`src/rtl/i2s_rx_multi.sv`:
```
// Multi-line I2S receiver: captures one MSB-first word per channel per data line and
// delivers each completed left/right frame on a valid/ready port with sync tracking.
module i2s_rx_multi #(
  parameter int unsigned NLINES = 1,
  parameter int unsigned WIDTH  = 16,
  parameter int unsigned OFFSET = 1
) (
  input  logic                     ck,
  input  logic                     rst_n,
  input  logic                     sample,
  input  logic [5:0]               frame_posn,
  input  logic [NLINES-1:0]        sd,
  output logic                     out_valid,
  input  logic                     out_ready,
  output logic [NLINES*WIDTH-1:0]  left,
  output logic [NLINES*WIDTH-1:0]  right,
  output logic                     locked,
  output logic                     sync_err,
  output logic                     overrun,
  input  logic                     clr_err
);

  typedef enum logic [0:0] {StUnlocked, StLocked} state_e;
  typedef logic [NLINES-1:0][WIDTH-1:0] words_t;

  // 7-bit slot bounds so OFFSET+WIDTH+31 never wraps the 6-bit position.
  localparam logic [6:0] LLast  = 7'(OFFSET + WIDTH - 1);
  localparam logic [6:0] RLast  = 7'(OFFSET + WIDTH + 31);
  localparam logic [6:0] LFirst = 7'(OFFSET);
  localparam logic [6:0] RFirst = 7'(OFFSET + 32);
  localparam logic [6:0] WLen   = 7'(WIDTH);

  state_e     state_q, state_d;
  logic [5:0] exp_q, exp_d;
  words_t     lshift_q, lshift_d;
  words_t     rshift_q, rshift_d;
  words_t     pend_q, pend_d;
  words_t     left_q, left_d;
  words_t     right_q, right_d;
  logic       valid_q, valid_d;
  logic       sync_err_q, sync_err_d;
  logic       overrun_q, overrun_d;

  logic [6:0] posn7, l_off, r_off;
  logic       in_l, in_r, mismatch, proc;
  words_t     lnext, rnext;

  assign posn7    = {1'b0, frame_posn};
  assign l_off    = posn7 - LFirst;
  assign r_off    = posn7 - RFirst;
  // Out-of-range positions wrap to large offsets, so one compare covers both bounds.
  assign in_l     = l_off < WLen;
  assign in_r     = r_off < WLen;
  assign mismatch = (state_q == StLocked) && (frame_posn != exp_q);
  assign proc     = ((state_q == StLocked) && (frame_posn == exp_q)) || (frame_posn == 6'd0);

  // A broken frame restarts from an empty word, so the new bit shifts into zeros.
  for (genvar k = 0; k < NLINES; k++) begin : g_shift
    if (WIDTH == 1) begin : g_w1
      assign lnext[k] = sd[k];
      assign rnext[k] = sd[k];
    end else begin : g_wn
      assign lnext[k] = mismatch ? {{(WIDTH-1){1'b0}}, sd[k]} : {lshift_q[k][WIDTH-2:0], sd[k]};
      assign rnext[k] = mismatch ? {{(WIDTH-1){1'b0}}, sd[k]} : {rshift_q[k][WIDTH-2:0], sd[k]};
    end
  end

  always_comb begin
    state_d    = state_q;
    exp_d      = exp_q;
    lshift_d   = lshift_q;
    rshift_d   = rshift_q;
    pend_d     = pend_q;
    left_d     = left_q;
    right_d    = right_q;
    valid_d    = valid_q;
    sync_err_d = sync_err_q;
    overrun_d  = overrun_q;

    if (valid_q && out_ready) valid_d = 1'b0;
    if (clr_err) begin
      sync_err_d = 1'b0;
      overrun_d  = 1'b0;
    end

    if (sample) begin
      exp_d = frame_posn + 6'd1;
      if (mismatch) begin
        sync_err_d = 1'b1;
        lshift_d   = '0;
        rshift_d   = '0;
        pend_d     = '0;
      end
      if (state_q == StUnlocked && frame_posn == 6'd0) begin
        state_d = StLocked;
      end else if (mismatch && frame_posn != 6'd0) begin
        state_d = StUnlocked;
      end

      if (proc) begin
        if (in_l) begin
          lshift_d = lnext;
          if (posn7 == LLast) pend_d = lnext;
        end
        if (in_r) begin
          rshift_d = rnext;
          if (posn7 == RLast) begin
            if (!valid_q || out_ready) begin
              left_d  = pend_d;
              right_d = rnext;
              valid_d = 1'b1;
            end else begin
              overrun_d = 1'b1;
            end
          end
        end
      end
    end
  end

  always_ff @(posedge ck or negedge rst_n) begin
    if (!rst_n) begin
      state_q    <= StUnlocked;
      exp_q      <= '0;
      lshift_q   <= '0;
      rshift_q   <= '0;
      pend_q     <= '0;
      left_q     <= '0;
      right_q    <= '0;
      valid_q    <= 1'b0;
      sync_err_q <= 1'b0;
      overrun_q  <= 1'b0;
    end else begin
      state_q    <= state_d;
      exp_q      <= exp_d;
      lshift_q   <= lshift_d;
      rshift_q   <= rshift_d;
      pend_q     <= pend_d;
      left_q     <= left_d;
      right_q    <= right_d;
      valid_q    <= valid_d;
      sync_err_q <= sync_err_d;
      overrun_q  <= overrun_d;
    end
  end

  assign out_valid = valid_q;
  assign left      = left_q;
  assign right     = right_q;
  assign locked    = (state_q == StLocked);
  assign sync_err  = sync_err_q;
  assign overrun   = overrun_q;

endmodule

```
`config.mk`:
```
export PLATFORM = sky130hd
export DESIGN_NAME = i2s_rx_multi
export DESIGN_NICKNAME = d
export VERILOG_FILES = /design/src/rtl/i2s_rx_multi.sv
export SDC_FILE = /design/constraint.sdc
export NUM_CORES = 1
export LEC_CHECK = 0
export ABC_AREA = 0
export CAP_MARGIN = 10
export CORE_ASPECT_RATIO = 2
export CORE_MARGIN = 2
export CORE_UTILIZATION = 50
export DETAILED_ROUTE_END_ITERATION = 8
export PLACE_DENSITY = 0.76
export RECOVER_POWER = 100
export SLEW_MARGIN = 30
export SYNTH_ARGS = -nofsm -noshare
export SYNTH_HDL_FRONTEND = slang
export SYNTH_SLANG_ARGS = --single-unit
```
`constraint.sdc`:
```
create_clock -name ck -period 2.78 [get_ports ck]
set_clock_uncertainty 0.05 [all_clocks]
set_input_delay 0.556 -clock ck [delete_from_list [all_inputs] [get_ports ck]]
set_output_delay 0.556 -clock ck [all_outputs]
set_load 0.02 [all_outputs]
```
==> metrics.md <==
| Metric | Value |
|---|---|
| Top-count cell post-synth | `dfrtp_1` |
| Yosys top cell by area | `dfrtp_1` |
| CTS tree | `done` |
| Crit share post-route | `92.2%` |
| Top_reg_cell synth | `dfrtp_1` |
| Pins Over Slew Limit | `0` |
| Critical path type | `input port to flop` |
| Placement-stage cell area | `4520 um2` |
| Root cell of the clock tree | `clkbuf_16` |
| FF/Latch Area | `2200 um2` |
| Rows | `44` |
| GP Congestion | `0.839` |
| Critical path required time | `2.94 ns` |
| DP HPWL | `5330 um` |
| CTS clk-pin slew, worst paths | `0.06 ns` |
| Worst setup SP type | `input port` |
| Crit-path max FO | `18` |
| DRC | `0` |
| Routed WL per cell | `16.4 um` |
| Design Area, Final | `4790 um2` |
| CTS Sinks | `88` |
| Syn Nets | `311` |
| Multi-input logic area | `1420 um2` |
| Slew HR | `30.5%` |
| R2R Setup Slk | `0.85 ns` |
| Overall Global Routing Usage | `20.8%` |
| Post-synthesis sequential area ratio | `58.2%` |
| Share of the synthesized area in the top cell type | `58.2%` |
| Vias in the first global route | `2667` |
| Layout Nets | `377` |
| Post-CTS Setup Bufs | `0` |
| IO Count | `48` |
| Initial Utilization | `51.7%` |
| Hold Path Class | `input port to asynchronous set/reset pin` |
| Worst-Skew Late Latency | `0.33 ns` |
| Largest delay contributor family on the critical path | `buffers and inverters` |
| Chip width | `65.5 um` |
| DR vias | `2576` |
| Post-CTS sizing | `0` |
| RSZ-0062 raised after global routing | `false` |
| Setup TNS | `0 ns` |
| Pleak | `0.00243 uW` |
| Worst Path Buf+Inv | `4` |
| Initial antenna violation count | `0` |
| Via/cell ratio | `5.62` |
| Final Total Pwr | `2620 uW` |
| Core Footprint | `7320 um2` |
| Synthesized area | `3790 um2` |
| Mapped Cells | `296` |
| Crit path top cell by count | `clkbuf_1` |
| Die Area | `8330 um2` |
| Distinct cells, synth | `41` |
| Crit path cell chain | `dlygate4sd3_1 > clkbuf_1 > nand2_1 > clkbuf_1 > a21o_1 > buf_12 > a22o_1` |
| CP peak stage delay | `0.60 ns` |
| Max-Cap Viols | `0` |
| CP max-delay cell | `clkbuf_1` |
| Register bit count reported by yosys | `88` |
| Antenna-violating nets left | `0` |
| Num CTS Buffers | `9` |
| Minimum hold slack | `0.351 ns` |
| Final hold viol count | `0` |
| Pre-antenna DRT Iters | `4` |
| Commonest cells in the synthesized netlist | `88 x dfrtp_1, 44 x a22o_1, 28 x nor2_1` |
| Async set-reset flop share out of synthesis | `100%` |
| Crit end category | `flop` |
| Outcome | `complete, no violations` |
| First-pass GRT wire length | `13100 um` |
| Total congestion overflow | `0` |
| Hold buffer count at cts | `0` |
| Filler cells | `560` |
| Iter 0 DRT Violations | `254` |
| Fmax | `0.390 GHz` |
| Height of the chip | `127 um` |
| Worst vdd rail ir drop | `0.406 mV` |
| Critical Path Stages | `7` |
| Syn. warnings | `0` |
| I/O Buffers | `47` |
| Pin count of the biggest net entering global routing | `43` |
| Pwr dens | `548 nW/um2` |
| Max Root-Sink Buffers | `2` |
| H-Tree Depth | `3` |
| FF-to-FF Start | `exp_q[4]` |
| Layout cells sized above 1 | `17.5%` |
| Post-synth EDFFs | `0` |
| Minimum clock period | `2.56 ns` |
| Final setup viols | `0` |
| Worst-Margin Slew | `1.04 ns` |
| Reg2reg end | `right[15]` |
| Reg2Reg Depth | `5` |
| Ranking of synthesized cells by area | `dfrtp_1 58%, a22o_1 10%, mux2_2 5.1%` |
| Syn_area_per_cell | `12.8 um2` |
| WL final | `7520 um` |
| Diodes inserted | `0` |
| CP Data Arrival Time | `2.73 ns` |
| Syn-to-layout area delta | `26.4%` |
## cells by family after synthesis
kind of cell / synth area share [%]
AO/OA/AOI/OAI: 16.4
XOR/XNOR: 2.71
adder cells (fa/ha/maj): 0.992
buffers and inverters: 4.26
flip-flops: 58.2
multiplexers: 9.29
AND/OR/NAND/NOR: 8.23
## cell usage in the layout, fill, tap and decap left out, types with 9 or more instances in the layout
cell type | netlist | final
dfrtp_1 | 88 | 88
a22o_1 | 44 | 44
dlygate4sd3_1 | 0 | 38
nor2_1 | 28 | 28
a21oi_1 | 21 | 21
mux2_2 | 17 | 17
mux2i_1 | 16 | 16
buf_4 | 5 | 14
nand2_1 | 9 | 9
clkbuf_16 | 0 | 9
## where the power goes
| part | internal (uW) | switching (uW) |
|---|---|---|
| combinational | 57.8 | 78.8 |
| sequential | 1290 | 9.68 |
| clock | 715 | 468 |
## worst register-to-register path, cell delays in order (launching register included)
cell and delay [ns]:
dfrtp_1 0.40, xnor2_2 0.18, nand4_2 0.20, nor4b_2 0.43
buf_12 0.21, mux2_2 0.35
## routing by layer
layer,vias to the layer above,share of wire (%),global-route usage (%)
met5,-,0,0
met4,0,3.2,9.68
met3,16,3.1,4.23
met2,55,55,35.4
met1,1299,39,24.8
li1,1206,-,-
## state kept, by name (all words and copies together) (netlist names)
| register | flops |
|---|---|
| lshift_q | 15 |
| locked | 1 |
| rshift_q | 15 |
| sync_err | 1 |
| overrun | 1 |
| left | 16 |
| exp_q | 6 |
| out_valid | 1 |
| right | 16 |
| pend_q | 16 |
## worst max-delay path by stage
stage / start / to / slack, ns
2_1_floorplan: frame_posn[0] / right[0] / 0.57
4_1_cts: frame_posn[0] / left[7] / 0.34
3_5_place_dp: frame_posn[0] / right[15] / 0.004
5_1_grt: sample / pend_q[8] / 0.08
3_3_place_gp: frame_posn[0] / right[8] / 0.05
6_report: sample / pend_q[5] / 0.22
## final cells by class
| type | count | area share, % |
|---|---|---|
| clock buffer | 10 | 4.99 |
| clock inverter | 5 | 1.18 |
| inverter | 6 | 0.470 |
| multi-input combinational | 184 | 29.7 |
| sequential | 88 | 46.0 |
| tap | 92 | 2.40 |
| timing repair buffer | 73 | 15.2 |
## stage by stage
step / utilization (%) / setup slack, ns / std cells
CTS: 65.8 / 0.335 / 458
floorplan: - / 0.565 / 296
global route: 65.4 / 0.0759 / 458
detailed placement: 61.8 / 0.00363 / 443
global placement: 61.8 / 0.0535 / 443
finish: 65.4 / 0.216 / 458
Power figures use the tool's default switching activity.
==> RTL edit 1: new RTL, same settings <==
`WIDTH`: 16 -> 12.
--- a/src/rtl/i2s_rx_multi.sv
+++ b/src/rtl/i2s_rx_multi.sv
@@ -3,5 +3,5 @@
 module i2s_rx_multi #(
   parameter int unsigned NLINES = 1,
-  parameter int unsigned WIDTH  = 16,
+  parameter int unsigned WIDTH  = 12,
   parameter int unsigned OFFSET = 1
 ) (
Ports: changed (resized left and right); port bits go from 48 to 40. No check against the original RTL was run, so the function may have changed too.
==> RTL edit 1 against the unedited design <==
The run now ends with capacitance limit, slew limit left. Area after synthesis down 20%. Critical path depth up 1. Routed wire length down 22%. Non-clock buffer count down 14. Clock power down 7%. Hold slack better by 73 ps. Utilization down 0.53 points. Worst setup slack worse by 86 ps. Power down 11%. Cell area down 20%. Sequential cell count down 20. Largest power group is now the clock network.
==> RTL edit 1: results (changes against the unedited design) <==
| Metric | Value |
|---|---|
| Outcome | `finished, violations left` |
| Violated checks | `capacitance limit, slew limit` |
| Vias in the first global route | `2,162 (-19%)` |
| GRT met1 Usage | `26.2% (+1.3 points)` |
| First-pass GRT wire length | `10,200 um (-23%)` |
| 1st-iter DRT viols | `59 (-77%)` |
| Worst slack, placed | `-146 ps (-150 ps)` |
| Post-detail-place hpwl | `3870 um (-27%)` |
| CP Data Arrival Time | `2810 ps (+80 ps)` |
| Post-placement cell count | `334 (-25%)` |
| Synth Net Count | `242 (-22%)` |
| Nets | `296 (-21%)` |
| Post-Synthesis Cells | `228 (-23%)` |
| Met3 Track Usage GR | `5.56% (+1.3 points)` |
| Hold crit path type | `reg2reg` |
| Max incr delay on CP | `590 ps` |
| Met2 usage | `30.6% (-4.8 points)` |
| Crit path max fanout | `11 (-7)` |
| Final wirelength | `5850 um (-22%)` |
| Worst VDD drop | `0.412 mV (+1.7%)` |
| Fin. max-slew vios | `69 (+69)` |
| Leak | `1.89 nW (-22%)` |
| Port Buf Inserts | `39 (-17%)` |
| Pwr/cell area | `607 mW/mm2 (+11%)` |
| Worst-Margin Slew | `1580 ps (+542 ps)` |
| Placer Congestion | `0.765 (-8.9%)` |
| Pin count of the biggest net entering global routing | `69 (+60%)` |
| CTS resizes | `0 (unchanged)` |
| Top delay family on crit path | `compound AO/OA/AOI/OAI gates` |
| M1 WL | `2520 um (-13%)` |
| Total GRT Usage | `20.2% (-0.61 points)` |
| Routed met2 length | `2900 um (-30%)` |
| Top post-synthesis cells by area | `dfrtp_1, mux2_2, a22o_1` |
| Max-Cap Viols | `1 (+1)` |
| Critical path's slowest cell | `dlygate4sd3_1` |
| DR vias | `2,043 (-21%)` |
| Synth unique cells | `40 (-2.4%)` |
| Placed Area | `0.00357 mm2 (-21%)` |
| Post-synth top cells | `dfrtp_1, a22o_1, mux2_2` |
| Seq/Total Area, Yosys | `56.2% (-1.9 points)` |
| DR vias/cell | `5.84 (+3.8%)` |
| Routed wire length on met3 | `272 um (+16%)` |
| FILL cells | `454 (-19%)` |
| Dominant cell type by area after synthesis | `dfrtp_1` |
| Layout cell share with drive strength beyond 1 | `27.5% (+10 points)` |
RTL edit 1: cell count changes after synthesis, moves of 4 or more:
cell     change
nand2_1      -4
mux2_1       +4
nor2_1      -15
xnor2_1      -5
mux2_2      +15
dfrtp_1     -20
a22o_1      -10
mux2i_1     -16
a21oi_1     -13
xor2_1       +6
RTL edit 1: worst paths after layout:
kind | from | to | slack, ps | cells after the start
setup / recovery | frame_posn[0] | lshift_q[5]$_DFFE_PN0P_ | 130 | 8
hold / removal | left[9]$_DFFE_PN0P_ | left[9]$_DFFE_PN0P_ | 420 | 1
setup reg to reg | exp_q[1]$_DFFE_PN0P_ | pend_q[11]$_DFFE_PN0P_ | 550 | 6
hold reg to reg | left[9]$_DFFE_PN0P_ | left[9]$_DFFE_PN0P_ | 420 | 1
max in group asynchronous | rst_n | overrun$_DFF_PN0_ | 1060 | 2
min in group asynchronous | rst_n | exp_q[2]$_DFFE_PN0P_ | 650 | 2
RTL edit 1: cell type report:
| type | instances | area share (%) |
|---|---|---|
| repair buffers | 59 | 14.3 |
| clock buffers | 9 | 5.88 |
| inverters | 5 | 0.490 |
| flip-flops and latches | 68 | 44.4 |
| well taps | 63 | 2.06 |
| clock inverters | 7 | 1.76 |
| multi-input cells | 139 | 31.1 |
RTL edit 1: logic make-up (layout without fill, tap and decap cells):
logic type,Yosys count,count (layout),synth area share [%]
flip-flops,68,68,56.2
AO/OA/AOI/OAI,52,52,14.1
AND/OR/NAND/NOR,40,40,8.69
multiplexers,36,36,13.4
buffers and inverters,21,80,4.14
XOR/XNOR,9,9,2.61
adder cells (fa/ha/maj),2,2,0.827
RTL edit 1: power by group:
part	internal (mW)	switching, mW
combinational	0.0750	0.122
sequential	1.01	0.0178
clock	0.688	0.411
total	1.77	0.551
==> RTL edit 2: new RTL, config.mk and constraints unchanged <==
Without the edit above. Reset style: synchronous (`rst_n`), changed in one clocked block.
--- a/src/rtl/i2s_rx_multi.sv
+++ b/src/rtl/i2s_rx_multi.sv
@@ -119,5 +119,5 @@
   end
 
-  always_ff @(posedge ck or negedge rst_n) begin
+  always_ff @(posedge ck) begin
     if (!rst_n) begin
       state_q    <= StUnlocked;
Formal check against the unedited RTL: differs if rst_n is asserted again (counterexample within 4 cycles, from zero or initial values and one cycle with rst_n low); with rst_n held inactive, the same outputs for 10 cycles.
==> RTL edit 2 against the unedited design <==
Critical endpoint is now right[11]$_SDFFE_PN0P_. Combinational power down 8%. Sequential cell count unchanged. Clock power down 3%. Routed wire length up 4.6%. Via count up 10%. Sequential share of layout area down 8.4 points. Critical path type unchanged. Worst setup slack worse by 79 ps. Area after synthesis down 0.76%. Cell area down 2.1%. Power down 3.4%. Critical path depth up 3. Die area down 0.72%. Largest cell class is now multi-input gates. Register-to-register slack worse by 140 ps. Synthesized cell count up 18%.
==> RTL edit 2: results (changes against the unedited design) <==
| Metric | Value |
|---|---|
| Outcome | `finished, final reports clean` |
| Final non-filler cell total | `499 (+9.0%)` |
| R2r startpoint | `locked$_SDFFE_PN0P_` |
| Post-Synthesis Cells | `349 (+18%)` |
| Ys flop type | `dfxtp_1` |
| Seq/Total Area, Yosys | `46.9% (-11 points)` |
| Max incr delay on CP | `410 ps (-190 ps)` |
| Synth unique cells | `49 (+20%)` |
| Nets | `419 (+11%)` |
| 1st-iter DRT viols | `124 (-51%)` |
| Crit path max fanout | `8 (-10)` |
| Critical path's slowest cell | `clkdlybuf4s50_1` |
| Synth Net Count | `364 (+17%)` |
| CP Data Arrival Time | `2820 ps (+90 ps)` |
| Vias in the first global route | `2,830 (+6.1%)` |
| Top post-synthesis cells by area | `dfxtp_1, mux2i_1, a22o_1` |
| Layout cell share with drive strength beyond 1 | `14.7% (-2.7 points)` |
| Final wirelength | `7870 um (+4.6%)` |
| Number of detailed-route iterations in the first pass | `6 (+2)` |
| Pin count of the biggest net entering global routing | `61 (+42%)` |
| Placed Area | `0.00445 mm2 (-1.7%)` |
| Worst R2R Path Depth | `7 (+2)` |
| Fraction of registers with async set/reset | `0% (-100 points)` |
| Post-synth top cells | `dfxtp_1, mux2i_1, a22o_1` |
| Reg2reg setup slack | `710 ps (-140 ps)` |
| Leak | `1.96 nW (-20%)` |
| Post-detail-place hpwl | `5370 um (+0.73%)` |
| Worst slack, placed | `-187 ps (-191 ps)` |
| Hold crit path type | `reg2reg` |
| Worst VDD drop | `0.399 mV (-1.7%)` |
| DR vias/cell | `5.70 (+1.3%)` |
-- RTL edit 2: cell count changes in the layout (fill, tap and decap cells not counted), moves of 16 or more --
| cell | before | now |
|---|---|---|
| a21oi_1 | 21 | 0 |
| mux2_2 | 17 | 0 |
| dfxtp_1 | 0 | 88 |
| nand2_1 | 9 | 26 |
| dfrtp_1 | 88 | 0 |
| nor2b_1 | 0 | 18 |
| mux2i_1 | 16 | 32 |
-- RTL edit 2: area by class of cell --
class,count,area (um2)
clock inverter,3,45.0
timing repair buffer,77,726
sequential,88,1760
inverter,4,15.0
multi-input combinational,224,1790
tap,92,115
clock buffer,11,233
fill,618,2580
-- RTL edit 2: how the worst max path moves through the flow --
| stage | slack, ps | startpoint | cells past startpoint | to |
|---|---|---|---|---|
| floorplan | 420 | frame_posn[0] | 9 | left[15]$_SDFFE_PN0P_ |
| CTS | 100 | frame_posn[0] | 9 | left[2]$_SDFFE_PN0P_ |
| detailed placement | -190 | frame_posn[0] | 9 | left[15]$_SDFFE_PN0P_ |
| global placement | -140 | frame_posn[0] | 9 | left[15]$_SDFFE_PN0P_ |
| finish | 140 | frame_posn[0] | 10 | right[11]$_SDFFE_PN0P_ |
| global route | 5 | frame_posn[0] | 10 | right[10]$_SDFFE_PN0P_ |
-- RTL edit 2: kinds of logic (layout without fill, tap and decap cells) --
logic type / count (synthesis) / in the layout / synth area share (%)
buffers and inverters: 37 / 95 / 6.06
adder cells (fa/ha/maj): 3 / 3 / 0.999
flip-flops: 88 / 88 / 46.9
multiplexers: 32 / 32 / 8.52
AND/OR/NAND/NOR: 95 / 95 / 13.8
AO/OA/AOI/OAI: 84 / 84 / 21.4
XOR/XNOR: 10 / 10 / 2.33
-- RTL edit 2: worst min-delay path: stages (launching register included) --
cell and delay [ps]:
dfxtp_1 300, nand2_1 50, o32ai_1 70
-- RTL edit 2: routing by layer --
metal  share of wire [%]  global-route usage (%)  up-vias
li1                    -                       -     1389
met1                  41                    22.5     1393
met2                  54                    36.1       50
met3                 3.3                    3.90       11
met4                 1.6                    9.44        0
met5                   0                       0        -
-- RTL edit 2: power by group through the flow --
stage / clock network [mW] / registers [mW] / logic [mW]
finish: 1.14 / 1.27 / 0.126
CTS: 1.16 / 1.27 / 0.132
detailed placement: 0 / 1.30 / 0.131
global route: 1.22 / 1.27 / 0.136
floorplan: 0 / 1.30 / 0.0799
global placement: 0 / 1.30 / 0.129
